$ cat src/rtl/loader_pkg.sv
// Shared types and constants for the boot-time program loader.
package loader_pkg;

    // Width of the word-count header carried at the front of the stream.
    localparam int LEN_W          = 16;
    // Stream bytes per instruction word.
    localparam int BYTES_PER_WORD = 4;

    typedef enum logic [2:0] {
        LEN0,
        LEN1,
        CHECK,
        DATA,
        WRITE,
        RUN,
        ERR
    } state_t;

endpackage

$ cat src/rtl/byte_word_packer.sv
// Assembles little-endian stream bytes into a 32-bit word: the first byte
// lands in [7:0], the fourth in [31:24].
module byte_word_packer
    import loader_pkg::*;
(
    input  logic        clk,
    input  logic        reset,
    input  logic        clear_i,
    input  logic        load_i,
    input  logic [7:0]  byte_i,
    output logic [31:0] word_o,
    output logic        last_byte_o
);

    logic [1:0]  idx_q;
    logic [1:0]  idx_d;
    logic [31:0] word_q;
    logic [31:0] word_d;

    // Next-state: clear restarts assembly, load inserts the byte at the current lane.
    always_comb begin
        idx_d  = idx_q;
        word_d = word_q;
        if (clear_i) begin
            idx_d  = '0;
            word_d = '0;
        end else if (load_i) begin
            word_d[{idx_q, 3'b000} +: 8] = byte_i;
            idx_d                        = idx_q + 2'd1;
        end
    end

    // Byte index and partial word; reset discards any partially assembled word.
    always_ff @(posedge clk or posedge reset) begin
        if (reset) begin
            idx_q  <= '0;
            word_q <= '0;
        end else begin
            idx_q  <= idx_d;
            word_q <= word_d;
        end
    end

    assign word_o      = word_q;
    assign last_byte_o = (idx_q == 2'(BYTES_PER_WORD - 1));

endmodule

$ cat src/rtl/program_loader.sv
// Instruction-memory loader and processor reset sequencer. Reads a 16-bit
// word count followed by that many little-endian words, writes each word to
// instruction memory, and releases the processor only once all are written.
module program_loader
    import loader_pkg::*;
#(
    parameter int ADDR_W = 8
) (
    input  logic              clk,
    input  logic              reset,
    input  logic [7:0]        rx_data,
    input  logic              rx_valid,
    output logic              rx_ready,
    input  logic              reload,
    output logic              imem_we,
    output logic [ADDR_W-1:0] imem_addr,
    output logic [31:0]       imem_wdata,
    output logic              cpu_reset,
    output logic              busy,
    output logic              done,
    output logic              error
);

    // Length check is one bit wider than the header so a full 2^16-word
    // memory is still a legal length.
    localparam logic [LEN_W:0] DEPTH = (LEN_W + 1)'(1) << ADDR_W;

    state_t            state_q, state_d;
    logic [LEN_W-1:0]  len_q,   len_d;
    logic [ADDR_W-1:0] addr_q,  addr_d;

    logic        hs;
    logic        pk_clear;
    logic        pk_load;
    logic        pk_last;
    logic [31:0] pk_word;

    byte_word_packer u_packer (
        .clk         (clk),
        .reset       (reset),
        .clear_i     (pk_clear),
        .load_i      (pk_load),
        .byte_i      (rx_data),
        .word_o      (pk_word),
        .last_byte_o (pk_last)
    );

    // Moore outputs decoded from the registered state.
    always_comb begin
        rx_ready  = 1'b0;
        imem_we   = 1'b0;
        cpu_reset = 1'b1;
        busy      = 1'b0;
        done      = 1'b0;
        error     = 1'b0;
        case (state_q)
            LEN0, LEN1, DATA: begin
                rx_ready = 1'b1;
                busy     = 1'b1;
            end
            CHECK: busy = 1'b1;
            WRITE: begin
                busy    = 1'b1;
                imem_we = 1'b1;
            end
            RUN: begin
                cpu_reset = 1'b0;
                done      = 1'b1;
            end
            ERR:     error = 1'b1;
            default: ;
        endcase
    end

    assign hs         = rx_valid & rx_ready;
    assign imem_addr  = addr_q;
    assign imem_wdata = pk_word;

    // Next-state logic: header capture, length validation, byte/word sequencing.
    always_comb begin
        state_d  = state_q;
        len_d    = len_q;
        addr_d   = addr_q;
        pk_clear = 1'b0;
        pk_load  = 1'b0;
        case (state_q)
            LEN0: begin
                if (hs) begin
                    len_d[7:0] = rx_data;
                    state_d    = LEN1;
                end
            end
            LEN1: begin
                if (hs) begin
                    len_d[15:8] = rx_data;
                    state_d     = CHECK;
                end
            end
            CHECK: begin
                if ((len_q == '0) || ({1'b0, len_q} > DEPTH)) begin
                    state_d = ERR;
                end else begin
                    addr_d   = '0;
                    pk_clear = 1'b1;
                    state_d  = DATA;
                end
            end
            DATA: begin
                if (hs) begin
                    pk_load = 1'b1;
                    if (pk_last) begin
                        state_d = WRITE;
                    end
                end
            end
            WRITE: begin
                if (LEN_W'(addr_q) == (len_q - LEN_W'(1))) begin
                    state_d = RUN;
                end else begin
                    addr_d  = addr_q + ADDR_W'(1);
                    state_d = DATA;
                end
            end
            RUN, ERR: begin
                if (reload) begin
                    state_d = LEN0;
                end
            end
            default: state_d = LEN0;
        endcase
    end

    // State, length and word-address registers; reset returns to LEN0 at once.
    always_ff @(posedge clk or posedge reset) begin
        if (reset) begin
            state_q <= LEN0;
            len_q   <= '0;
            addr_q  <= '0;
        end else begin
            state_q <= state_d;
            len_q   <= len_d;
            addr_q  <= addr_d;
        end
    end

endmodule

$ cat config.mk
export PLATFORM = sky130hd
export DESIGN_NAME = program_loader
export DESIGN_NICKNAME = d
export VERILOG_FILES = /design/src/rtl/loader_pkg.sv /design/src/rtl/byte_word_packer.sv /design/src/rtl/program_loader.sv
export SDC_FILE = /design/constraint.sdc
export NUM_CORES = 1
export LEC_CHECK = 0
export BUFFER_PORTS_ARGS = -buffer_cell sky130_fd_sc_hd__buf_2
export CORE_MARGIN = 2
export CORE_UTILIZATION = 51
export CTS_BUF_LIST = sky130_fd_sc_hd__clkbuf_2 sky130_fd_sc_hd__clkbuf_4 sky130_fd_sc_hd__clkbuf_8
export CTS_CLUSTER_DIAMETER = 200
export DETAILED_ROUTE_END_ITERATION = 6
export GPL_ROUTABILITY_DRIVEN = 0
export PLACE_DENSITY_LB_ADDON = 0.3
export SLEW_MARGIN = 20
export SYNTH_ARGS = -nofsm -noshare
export SYNTH_HDL_FRONTEND = slang
export SYNTH_SLANG_ARGS = --single-unit
$ cat constraint.sdc
create_clock -name clk -period 2.94 [get_ports clk]
set_input_delay 0.294 -clock clk [delete_from_list [all_inputs] [get_ports clk]]
set_output_delay 0.294 -clock clk [all_outputs]
set_load 0.1 [all_outputs]
==> metrics.md <==
| Metric | Value |
|---|---|
| Worst hold path class | `in2reg` |
| CTS tree | `done` |
| Initial antenna violation count | `0` |
| Ports | `58` |
| Hold Crit Endpoint | `u_packer.word_o[11]` |
| IO buf count | `57` |
| Nets@finish | `about 390` |
| Clock Path Buffers | `2` |
| Period minus WS final | `around 2.7 ns` |
| FF+latch count, synth | `just over 60` |
| Worst Skew | `roughly 0.012 ns` |
| Slew margin rel. | `about half` |
| CP peak stage delay | `0.48 ns` |
| Synthesized cell area | `~0.0032 mm^2` |
| Root buf cell | `clkbuf_8` |
| Number of synthesized flops with an enable pin | `0` |
| DR iter-0 viols | `between 200 and 250` |
| CP Launch Type | `register` |
| CP endpoint kind | `register` |
| Worst hold stages | `2` |
| Max Slew Vio Count | `0` |
| Avg WL per Cell | `between 15 and 20 um` |
| Vias | `roughly 2600` |
| Post-DRT Antenna Nets | `0` |
| Setup CP Type | `reg2reg` |
| Setup TNS | `0 ns` |
| Syn_nets | `between 300 and 400` |
| Layout cells sized above 1 | `31.5%` |
| Status | `complete, no violations` |
| Routed WL | `around 7.6 mm` |
| Hold path startpoint | `rx_data[3]` |
| Post-DP HPWL | `about 5.4 mm` |
| Max Cap Viol | `0` |
| Starting Density | `about 53%` |
| Required time worst endpoint | `between 3 and 4 ns` |
| Placed cells | `around 430` |
| Largest net degree at the start of global routing | `27` |
| Cells along the critical path | `inv_1, ha_2, or3b_2, o21ai_1, nand4_1, nor4_2, nand3_2, nand2_1, mux2_2` |
| Critical path arrival | `around 2.9 ns` |
| H-tree depth | `3` |
| Final hold vios | `0` |
| Fill cells | `roughly 490` |
| CP Max Fanout | `8` |
| Post-Syn Area per Cell | `around 11 um^2` |
| CP bufs+invs | `1` |
| Final worst path period share | `~93%` |
| Synth warn | `0` |
| Final cell count without fillers | `446` |
| # clock sinks | `61` |
| Die Wd | `between 80 and 90 um` |
| CTS clk-pin slew, worst paths | `0.07 ns` |
| Grt total ovfl | `0` |
| Drc violations | `0` |
| N_diodes | `0` |
| Drt first pass iters | `5` |
| First-pass GRT wire length | `12.9 mm` |
| Die Y | `83.2 um` |
| Setup repair after global routing missed its margin | `false` |
| CP delay by family, top | `simple AND/OR/NAND/NOR gates` |
| Worst R2R Path Depth | `9` |
| Yosys cell types | `60` |
| Vias in the first global route | `~2600` |
| Die footprint | `0.00693 mm^2` |
| Least-Margin Pin Slew | `around 0.76 ns` |
| RR Endpoint | `imem_addr[1]` |
| Register area share after synthesis | `47.7%` |
| TritonCTS buffer count | `9` |
| Final Setup Violations | `0` |
| Core area | `~0.0060 mm^2` |
| Total GRT Usage | `23.3%` |
| Async SR Flop Fraction | `100%` |
| Worst skew pair latency | `approximately 0.33 ns` |
| R2R setup slack | `0.21 ns` |
| Vias per cell | `5.83` |
| CP max-delay cell | `or3b_2` |
| # rows | `28` |
| Primary FF master, synth | `dfrtp_1` |
| Max Freq | `between 300 and 400 MHz` |
| R2R Path Start | `len_q[0]` |
| Cells after Synth | `roughly 300` |
| Synth-to-Final Area Change | `17.6%` |
==> final cells by class <==
| class | instances | area [um^2] | area share [%] |
|---|---|---|---|
| Clock buffer | 9 | 124 | 3.29 |
| Clock inverter | 7 | 50.0 | 1.33 |
| Inverter | 17 | 63.8 | 1.69 |
| Multi-Input combinational cell | 209 | 1540 | 40.8 |
| Sequential cell | 61 | 1530 | 40.5 |
| Tap cell | 75 | 93.8 | 2.49 |
| Timing Repair Buffer | 68 | 370 | 9.83 |
==> what timing repair did <==
| item | in CTS | in global routing |
|---|---|---|
| hold buffers | 1 | 0 |
| hold endpoints to repair | 9 | 0 |
| endpoints found under the setup margin | 0 | 3 |
| setup buffers | 0 | 0 |
| resized for setup | 0 | 1 |
==> worst max-delay path by stage <==
stage                    start      endpoint  slack (ns)  depth (start not counted)
floorplan           state_q[2]          done        0.10                          3
CTS                   len_q[0]  imem_addr[1]        0.16                          9
global route          len_q[0]  imem_addr[1]        0.02                          9
global placement      len_q[0]  imem_addr[1]        0.23                          9
detailed placement    len_q[0]  imem_addr[1]        0.18                          9
finish                len_q[0]  imem_addr[1]        0.21                          9
==> logic make-up (layout without fill, tap and decap cells) <==
kind of cell    count (synthesis)  after routing  share of synthesized area (%)
compound gates                 75             75                           17.9
simple gates                  101            101                           18.9
xor+xnor                        9              9                           2.46
fa+ha+maj                       9              9                           3.52
flops                          61             61                           47.7
buf+inv                        27            101                           4.38
mux                            15             15                           5.20
==> layout by cell type (no fill, tap or decap), types with 2 or more instances in the layout <==
cell type   instances
dfrtp_1            61
buf_2              57
nor2_1             27
nand2_1            17
a22o_1             17
inv_1              16
a22oi_1            16
mux2_2             13
o21ai_0            12
buf_4              10
nand3_1             9
clkbuf_8            9
nor3_1              8
ha_1                8
a21oi_1             7
nor4_1              5
xnor2_1             5
nand2b_1            5
nand4_1             4
xor2_1              4
nand3b_1            3
o211ai_1            3
nor4b_2             3
clkinvlp_4          3
nor3_4              2
nor2b_1             2
o21ai_1             2
nor4_2              2
mux2i_1             2
a211o_1             2
a21oi_2             2
clkinv_2            2
==> synth_stat cells (all sizes together) (6+ instances only) <==
library cell,number,share of area (%)
a21oi,9,1.6
dfrtp,61,48
a22o,17,4.7
nor3,10,2.3
inv,17,2.0
nor2,27,3.2
a22oi,16,3.8
o21ai,14,2.2
mux2,13,4.6
buf,6,1.3
nor4,8,2.4
nand2,17,2.0
ha,9,3.5
nand3,10,1.7
==> through the flow <==
step / hold WS [ns] / util (%) / setup WS [ns] / cell area [um^2]
detailed placement: 0.222 / 59.8 / 0.185 / 3580
finish: 0.293 / 62.9 / 0.211 / 3770
floorplan: 0.411 / - / 0.103 / 3200
global placement: 0.221 / 59.8 / 0.235 / 3580
CTS: 0.278 / 62.8 / 0.155 / 3760
global route: 0.290 / 62.9 / 0.0210 / 3770
==> sequential cells by signal, summed over array words and instances (netlist names) <==
register         count
state_q              3
len_q               16
u_packer.word_o     32
u_packer.idx_q       2
imem_addr            8
==> routing by layer <==
metal	vias up	global-route usage, %	part of all wire (%)	wire length (um)
met2	74	35.9	47	3580
met1	1286	32.9	47	3520
met3	5	3.78	5.2	391
met4	0	9.54	0.97	73
li1	1234	-	-	-
met5	-	0	0	0
Power is left out: the tool's default activity adds up to more than one toggle a clock period on the data nets, which glitch-free logic cannot reach.
